`src/rtl/bg_line_merge_pkg.sv`:
```
// Shared gfx definitions for the BG line merge stage.
// Field positions, pixel word type and merge FSM states.
package bg_line_merge_pkg;

  localparam int PRI_HI  = 19;
  localparam int PRI_LO  = 18;
  localparam int BMP_BIT = 16;
  localparam int VIS_BIT = 15;
  localparam int BGNO_HI = 10;
  localparam int BGNO_LO = 9;

  typedef logic [19:0] formatted_pixel_t;

  typedef enum logic [1:0] {
    IDLE,
    CLEAR,
    MERGE
  } state_t;

  // Compact ordering key: {visible, priority, effective bg}
  typedef logic [4:0] win_key_t;

  function automatic win_key_t key_of(formatted_pixel_t p);
    logic [1:0] bg;
    bg = p[BMP_BIT] ? 2'd2 : p[BGNO_HI:BGNO_LO];
    return {p[VIS_BIT], p[PRI_HI:PRI_LO], bg};
  endfunction

endpackage

```
`src/rtl/bg_pixel_win.sv`:
```
// Front-most pixel decision between a stored and an incoming pixel.
// Shared with the OBJ merge stage; works on ordering keys only.
module bg_pixel_win (
  input  logic [4:0] old_key,
  input  logic [4:0] new_key,
  output logic       take_new
);

  logic       old_vis;
  logic       new_vis;
  logic [1:0] old_pri;
  logic [1:0] new_pri;
  logic [1:0] old_bg;
  logic [1:0] new_bg;

  assign {old_vis, old_pri, old_bg} = old_key;
  assign {new_vis, new_pri, new_bg} = new_key;

  // Exact ties keep the stored pixel.
  always_comb begin
    take_new = 1'b0;
    if (new_vis) begin
      take_new = !old_vis
               || (new_pri < old_pri)
               || ((new_pri == old_pri) && (new_bg < old_bg));
    end
  end

endmodule

```
`src/rtl/bg_line_merge.sv`:
```
// Scanline buffer merging formatted BG pixels, front-most wins.
// Two-stage read/compare/write pipeline with S2->S1 forwarding.
module bg_line_merge #(
  parameter int WIDTH = 240,
  parameter int XW    = 8
) (
  input  logic          clock,
  input  logic          reset,
  input  logic          line_start,
  input  logic          in_valid,
  output logic          in_ready,
  input  logic [XW-1:0] in_x,
  input  logic [19:0]   in_formatted,
  output logic          busy,
  input  logic [XW-1:0] rd_x,
  output logic [19:0]   rd_data
);

  import bg_line_merge_pkg::*;

  localparam logic [XW:0]   WLIM = (XW+1)'(WIDTH);
  localparam logic [XW-1:0] LAST = XW'(WIDTH-1);

  state_t           state;
  state_t           state_nx;
  logic [XW-1:0]    cnt;
  logic             clr_we;

  logic             acc;
  logic             in_ok;
  logic             rd_ok;
  logic             p_ok;

  logic             p_valid;
  logic [XW-1:0]    p_x;
  formatted_pixel_t p_pix;
  win_key_t         p_old;
  win_key_t         s1_old;
  logic             p_win;
  logic             wr_merge;

  logic             wr_en;
  logic [XW-1:0]    wr_addr;
  formatted_pixel_t wr_data;

  formatted_pixel_t mem [WIDTH];

  assign in_ok = {1'b0, in_x} < WLIM;
  assign rd_ok = {1'b0, rd_x} < WLIM;
  assign p_ok  = {1'b0, p_x} < WLIM;

  // FSM next state and per-state outputs; line_start always restarts the clear.
  always_comb begin
    state_nx = state;
    in_ready = 1'b0;
    busy     = 1'b0;
    clr_we   = 1'b0;
    unique case (state)
      IDLE: state_nx = IDLE;
      CLEAR: begin
        busy   = 1'b1;
        clr_we = 1'b1;
        if (cnt == LAST) state_nx = MERGE;
      end
      MERGE: begin
        in_ready = 1'b1;
        busy     = p_valid;
      end
      default: state_nx = IDLE;
    endcase
    if (line_start) begin
      state_nx = CLEAR;
      clr_we   = 1'b0;
    end
  end

  // State register and clear address counter.
  always_ff @(posedge clock or posedge reset) begin
    if (reset) begin
      state <= IDLE;
      cnt   <= '0;
    end else begin
      state <= state_nx;
      if (line_start) begin
        cnt <= '0;
      end else if (state == CLEAR) begin
        cnt <= (cnt == LAST) ? '0 : cnt + 1'b1;
      end
    end
  end

  assign acc = in_valid && in_ready && !line_start;

  bg_pixel_win u_win (
    .old_key  (p_old),
    .new_key  (key_of(p_pix)),
    .take_new (p_win)
  );

  assign wr_merge = p_valid && p_win && p_ok && !line_start;

  // A same-x pixel in S2 lands after this read, so bypass its winner.
  assign s1_old = (wr_merge && (p_x == in_x)) ? key_of(p_pix)
                : (in_ok ? key_of(mem[in_x]) : '0);

  assign wr_en   = clr_we || wr_merge;
  assign wr_addr = clr_we ? cnt : p_x;
  assign wr_data = clr_we ? '0 : p_pix;

  // S1 register: accepted pixel, its x and the current entry's key.
  always_ff @(posedge clock or posedge reset) begin
    if (reset) begin
      p_valid <= 1'b0;
      p_x     <= '0;
      p_pix   <= '0;
      p_old   <= '0;
    end else begin
      p_valid <= acc;
      if (acc) begin
        p_x   <= in_x;
        p_pix <= in_formatted;
        p_old <= s1_old;
      end
    end
  end

  // Single write port shared by the clear sweep and merge winners.
  always_ff @(posedge clock) begin
    if (wr_en) mem[wr_addr] <= wr_data;
  end

  // Registered read port, read-before-write on collisions.
  always_ff @(posedge clock or posedge reset) begin
    if (reset) begin
      rd_data <= '0;
    end else begin
      rd_data <= rd_ok ? mem[rd_x] : '0;
    end
  end

endmodule

```
`config.mk`:
```
export PLATFORM = sky130hd
export DESIGN_NAME = bg_line_merge
export DESIGN_NICKNAME = d
export VERILOG_FILES = /design/src/rtl/bg_line_merge_pkg.sv /design/src/rtl/bg_pixel_win.sv /design/src/rtl/bg_line_merge.sv
export SDC_FILE = /design/constraint.sdc
export NUM_CORES = 2
export LEC_CHECK = 0
export BUFFER_PORTS_ARGS = -buffer_cell sky130_fd_sc_hd__buf_4
export CAP_MARGIN = 0
export CORE_ASPECT_RATIO = 0.8
export CORE_MARGIN = 5
export CORE_UTILIZATION = 35
export DETAILED_ROUTE_END_ITERATION = 12
export GPL_TIMING_DRIVEN = 0
export MAX_ROUTING_LAYER = met4
export SLEW_MARGIN = 10
export SYNTH_ARGS = -nofsm -noshare
export SYNTH_HDL_FRONTEND = slang
export SYNTH_MEMORY_MAX_BITS = 65536
export SYNTH_SLANG_ARGS = --single-unit
```
`constraint.sdc`:
```
create_clock -name clock -period 12.13 [get_ports clock]
set_clock_uncertainty 0.1 [all_clocks]
set_input_delay 1.8195 -clock clock [delete_from_list [all_inputs] [get_ports clock]]
set_output_delay 1.8195 -clock clock [all_outputs]
set_load 0.05 [all_outputs]
```
---- Yosys cells after proc, flatten, opt, wreduce, memory -nomap -nowiden ----
Memory sizes are Yosys's and may differ from the RTL's.
Cells that the tools add are included.
word-level totals
  output and inout bits ................... 22
  input bits .............................. 40
  RAM bits ................................ 4800
  word-level logic and storage cells ...... 55
  bits in registers ....................... 64
  memories kept ........................... 1
memories
  name  words  width  read ports  clocked after memory_dff  write ports  line                 source
  mem   240    20     2           0                         1            bg_line_merge.sv:46  formatted_pixel_t mem [WIDTH];
operators by class
  $lt $le $gt $ge ......................... 5
  muxes and demuxes ....................... 20
  eq/ne operators ......................... 7
  add/subtract/negate cells ............... 1
  reduce and logical (&&, ||, !) cells .... 14
operator list
  operator                                                               count
  20-bit two-way mux                                                     2
  8-bit two-way mux                                                      4
  8-bit less-than comparator, second input constant                      3
  5-bit two-way mux                                                      2
  8-bit by 1-bit adder with 8-bit output, second input constant          1
  8-bit equality test                                                    1
  8-bit equality test, second input constant                             1
  2-bit two-way mux                                                      4
  1-bit logical AND                                                      7
  1-bit two-way mux                                                      6
  2-bit less-than comparator                                             2
  2-bit one-hot mux with 2 select lines                                  1
  1-bit logical OR                                                       3
  3-bit by 2-bit != test with 1-bit output, second input constant        1
  2-bit by 1-bit equality test with 1-bit output, second input constant  1
  2-bit equality test                                                    1
  2-bit equality test, second input constant                             1
  1-bit zero test                                                        2
  2-bit != test, second input constant                                   1
  1-bit one-hot mux with 2 select lines                                  1
  2-bit AND reduction                                                    1
  2-bit nonzero test                                                     1

---- Depth between registers and ports, before layout ----
  depth after elaboration ................. 11
  gate-level depth with buffers ........... 13
  depth with buffers taken out ............ 9

---- By module ----
A second synthesis with hierarchy kept.
second synthesis, totals
  cell total of the unflattened synthesis .. 8644
  area total of the unflattened synthesis .. 198175.1 um2
by module, submodules not included
  module         seq. area each (um2)  cells each  times used  area each (um2)
  bg_line_merge  145739.8              8632        1           198073.7
  bg_pixel_win   0.0                   12          1           101.3

---- Worst setup path before layout ----
Ideal clock, no wire load.
  path type ............................... input -> register
  start ................................... input port line_start
  end ..................................... memory mem[0][18] in the netlist's numbering (data pin)
  setup slack ............................. 2.809 ns
  path buffers ............................ 2
  required time ........................... 10.711 ns
  arrival time ............................ 7.903 ns
  setup time .............................. 1.319 ns
  stages on the path ...................... 4
  cells stage by stage .................... clkbuf_1 nor2b_1 clkbuf_1 nor2_1
on the way
  word-level cells in the longest chain between the ends .. 2
RTL lines
  what                line                  source
  from (decl)         bg_line_merge.sv:9    input logic line_start,
  1-bit two-way mux   bg_line_merge.sv:71   if (line_start) begin
  20-bit two-way mux  bg_line_merge.sv:108  assign wr_data = clr_we ? '0 : p_pix;
  via wr_data[18]     bg_line_merge.sv:44   formatted_pixel_t wr_data;
  to (decl)           bg_line_merge.sv:46
The timed path passes the listed nets, and every way through them passes these cells.

---- Worst setup path after layout ----
  start ................................... input port rd_x[1]
  end ..................................... register rd_data[14]
on the way
  word-level cells in the longest chain between the ends .. 2
  elaborated cells between the ends (all ways) .. 3
  classes of those cells .................. order compare (1); mux (1); memory (1)
RTL lines
  what                                                                           line                  source
  from (decl)                                                                    bg_line_merge.sv:15   input logic [XW-1:0] rd_x,
  memory read 240 x 20 bit / 8-bit less-than comparator (equally long branches)  n/a
  20-bit two-way mux *                                                           bg_line_merge.sv:137  rd_data <= rd_ok ? mem[rd_x] : '0;
  to (signal assigned)                                                           bg_line_merge.sv:137
  to (decl)                                                                      bg_line_merge.sv:16   output logic [19:0] rd_data
Mark *: on every way between the ends. The rest lies on a longest branch, timed or not.
A chain may end at the register's enable or synchronous reset.

==> flow_metrics.env <==
export IMPL_die_height_um=683
export IMPL_cts_sinks=4864
export IMPL_dp_worst_setup_slack_ns=4.12
export IMPL_fill_cells=48192
export IMPL_wl_per_cell_um=49.5
export IMPL_synth_edf_count=4800
export IMPL_avgSynthCellArea_um2=23.5
export IMPL_wl_met1_mm=305
export IMPL_cts_tree="built"
export IMPL_clock_root_buffer="clkbuf_16"
export IMPL_r2r_slack_ns=5.63
export IMPL_worstHoldStart="p_pix[12]"
export IMPL_path_class="in2reg"
export IMPL_core_area_um2=565000
export IMPL_grt_antenna_before_repair=104
export IMPL_layoutNonFillerInstCount=17365
export IMPL_yosysTopAreaCell="edfxtp_1"
export IMPL_synth_seq_area_share_pct=73.6
export IMPL_drv_cap=12
export IMPL_grt_max_degree=97
export IMPL_worstSetupEndpointType="flop"
export IMPL_drv_slew=32
export IMPL_worstPathRequired_ns=12.87
export IMPL_layout_min_cycle_time_ns=7.57
export IMPL_grt_pass1_wl_mm=1090
export IMPL_die_x_um=851
export IMPL_grt_ovfl_total=0
export IMPL_die_area_um2=581000
export IMPL_multi_input_area_um2=51600
export IMPL_hold_worst_slack_ns=0.385
export IMPL_drt_wl_total_mm=860
export IMPL_met3WireLength_mm=153
export IMPL_seq_area_um2=146000
export IMPL_ant_nets=0
export IMPL_fin_nets=9415
export IMPL_drt_pre_antenna_iters=8
export IMPL_fin_crit_sh_pct=62.4
export IMPL_ys_warn_count=0
export IMPL_io_pins=62
export IMPL_synthArstFlopShare_pct=1.32
export IMPL_leakage_nw=72.9
export IMPL_ys_flop_type="edfxtp_1"
export IMPL_wl_met2_mm=345
export IMPL_synth_most_common_cell="edfxtp_1"
export IMPL_vdd_ir_drop_max_mv=0.141
export IMPL_drtIter0Drc=23293
export IMPL_reg2reg_depth=10
export IMPL_start_util_pct=35.1
export IMPL_cp_data_arrival_time_ns=8.30
export IMPL_cts_max_level=5
export IMPL_total_power_mw=40.4
export IMPL_gp_congestion=1.09
export IMPL_synth_nets=8489
export IMPL_viasPerCell=6.53
export IMPL_dpl_cell_area_um2=219000
export IMPL_worstReg2RegEnd="mem[91][2]"
export IMPL_holdPathStages=2
export IMPL_start_kind="primary input"
export IMPL_synth_area_leaders="edfxtp_1 (73%), mux4_2 (22%), dfrtp_1 (0.81%)"
export IMPL_synth_seq_cells=4864
export IMPL_cts_hold_fix_buffers=0
export IMPL_cts_path_max_buffers=4
export IMPL_synthTopCellsByCount="edfxtp_1 (4800), mux4_2 (1916), nor2_1 (272)"
export IMPL_post_cts_buffers=0
export IMPL_rsz0062_at_grt="false"
export IMPL_fmax_mhz=132
export IMPL_syn_area_um2=198000
export IMPL_status="finished, violations left"
export IMPL_cts_clk_slew_worst_paths_ns=0.06
export IMPL_setup_violations=0
export IMPL_max_slew_worst_pin_slew_ns=1.65
export IMPL_vias=113480
export IMPL_syn_inst=8443
export IMPL_top_layer="met4"
export IMPL_grt_pass1_vias=104989
export IMPL_hp_class="reg2reg"
export IMPL_numCtsBuffers=461
export IMPL_slew_limit_headroom_pct=-13.0
export IMPL_final_util_pct=41.6
export IMPL_grt_use_total_pct=29.8
export IMPL_fin_area_um2=235000
export IMPL_cp_max_fo=11
export IMPL_hold_end="p_pix[12]"
export IMPL_clock_latency_ns=1.12
export IMPL_io_buffers=48
export IMPL_final_setup_tns_ns=0
export IMPL_cts_resized=0
export IMPL_dp_cells=16375
export IMPL_r2r_start="p_pix[19]"
export IMPL_fin_ws_ns=4.56
export IMPL_violations="max-capacitance violations, max-slew violations"
export IMPL_ys_types=59
export IMPL_power_density_nw_per_um2=172
export IMPL_drc_errors=0
export IMPL_finalHoldViolCount=0
export IMPL_synth_top_area_share_pct=72.8
export IMPL_drive_gt1_share_pct=39.2
export IMPL_syn_to_final_growth_pct=18.5
export IMPL_dp_hpwl_mm=620
export IMPL_fp_row_count=247
## layout make-up
class                      count  area share [%]
clock inverter               310            1.34
tap                         7470            3.98
clock buffer                 544            5.06
sequential                  4864            62.1
multi-input combinational   3009            22.0
buffer                       552            1.29
inverter                      18          0.0298
timing repair buffer         463            4.10
antenna                      135           0.144
## layout by cell type, fill, tap and decap left out, types with 13 or more instances in the layout
master      Yosys  final
nor2b_1        43     42
buf_16          0    163
o22ai_1        21     21
clkbuf_1      224    176
a22oi_1        55     55
nand3_1        25     25
a211oi_2        0     20
dfrtp_1        64     64
nand3b_1       16     16
mux2_2         13     13
and2_4          0     19
clkbuf_16       0    462
o21ai_0        44     39
buf_6          45     58
clkbuf_2        1    132
a211oi_1       49     29
buf_12          0    226
diode_2         0    135
clkinv_2        0     91
nor2_4          0    239
inv_1          15     14
buf_1          86     13
bufinv_16       0     46
nor3_1         13     13
nand2b_1       21     21
nand2_1       184    183
mux4_2       1916   1916
buf_4          44    102
a21oi_1        62     60
clkinvlp_4      0     29
mux2i_1       119    108
clkinv_1        1    103
nor2_1        272     32
edfxtp_1     4800   4800
buf_2         152    226
## cell families (layout without fill, tap and decap cells)
group                    count (synthesis)  count (layout)  synth area share [%]
buffers and inverters                  570            1887                  1.43
flip-flops                            4864            4864                  73.6
AO/OA/AOI/OAI                          298             298                  1.01
other                                    0             135                     0
multiplexers                          2048            2048                  22.5
AND/OR/NAND/NOR                        648             648                  1.47
adder cells (fa/ha/maj)                  6               6                0.0379
XOR/XNOR                                 9               9                0.0398
## per-layer routing
layer  global-route usage, %  vias up
met4                    15.7        0
met3                    17.3     2287
met2                    38.5    10678
met5                       -        -
met1                    36.5    61551
li1                        -    38964
## where the power goes
| part | switching [mW] | internal [mW] | leakage, nW |
|---|---|---|---|
| combinational | 4.15 | 1.38 | 20.9 |
| sequential | 0.0670 | 20.1 | 44.7 |
| clock | 6.71 | 8.01 | 7.27 |
| total | 10.9 | 29.5 | 72.9 |
## worst max path at each step
stage	start	to	slack [ns]	depth (start not counted)
after global routing	rd_x[1]	rd_data[11]	5.21	10
after global placement	line_start	mem[222][18]	-3.67	4
final	rd_x[1]	rd_data[14]	4.56	10
after CTS	rd_x[1]	rd_data[6]	5.29	10
after detailed placement	rd_x[1]	rd_data[6]	4.12	10
after floorplan	line_start	mem[0][18]	2.81	4
## flip-flops by register name, indices dropped and copies added, names as in the netlist
name	count
mem	4800
state	2
p_x	8
cnt	8
p_pix	20
rd_data	20
p_valid	1
p_old	5
## worst max-delay path: stages
cell and delay, ns:
buf_4 0.37, clkbuf_1 1.03, buf_2 0.75, buf_2 0.74, mux4_2 0.42, mux4_2 0.57, mux2i_1 1.13, a21oi_1 0.68
a22oi_1 0.36, nand2_1 0.27
Note: power is estimated with default switching activity, not from simulation.
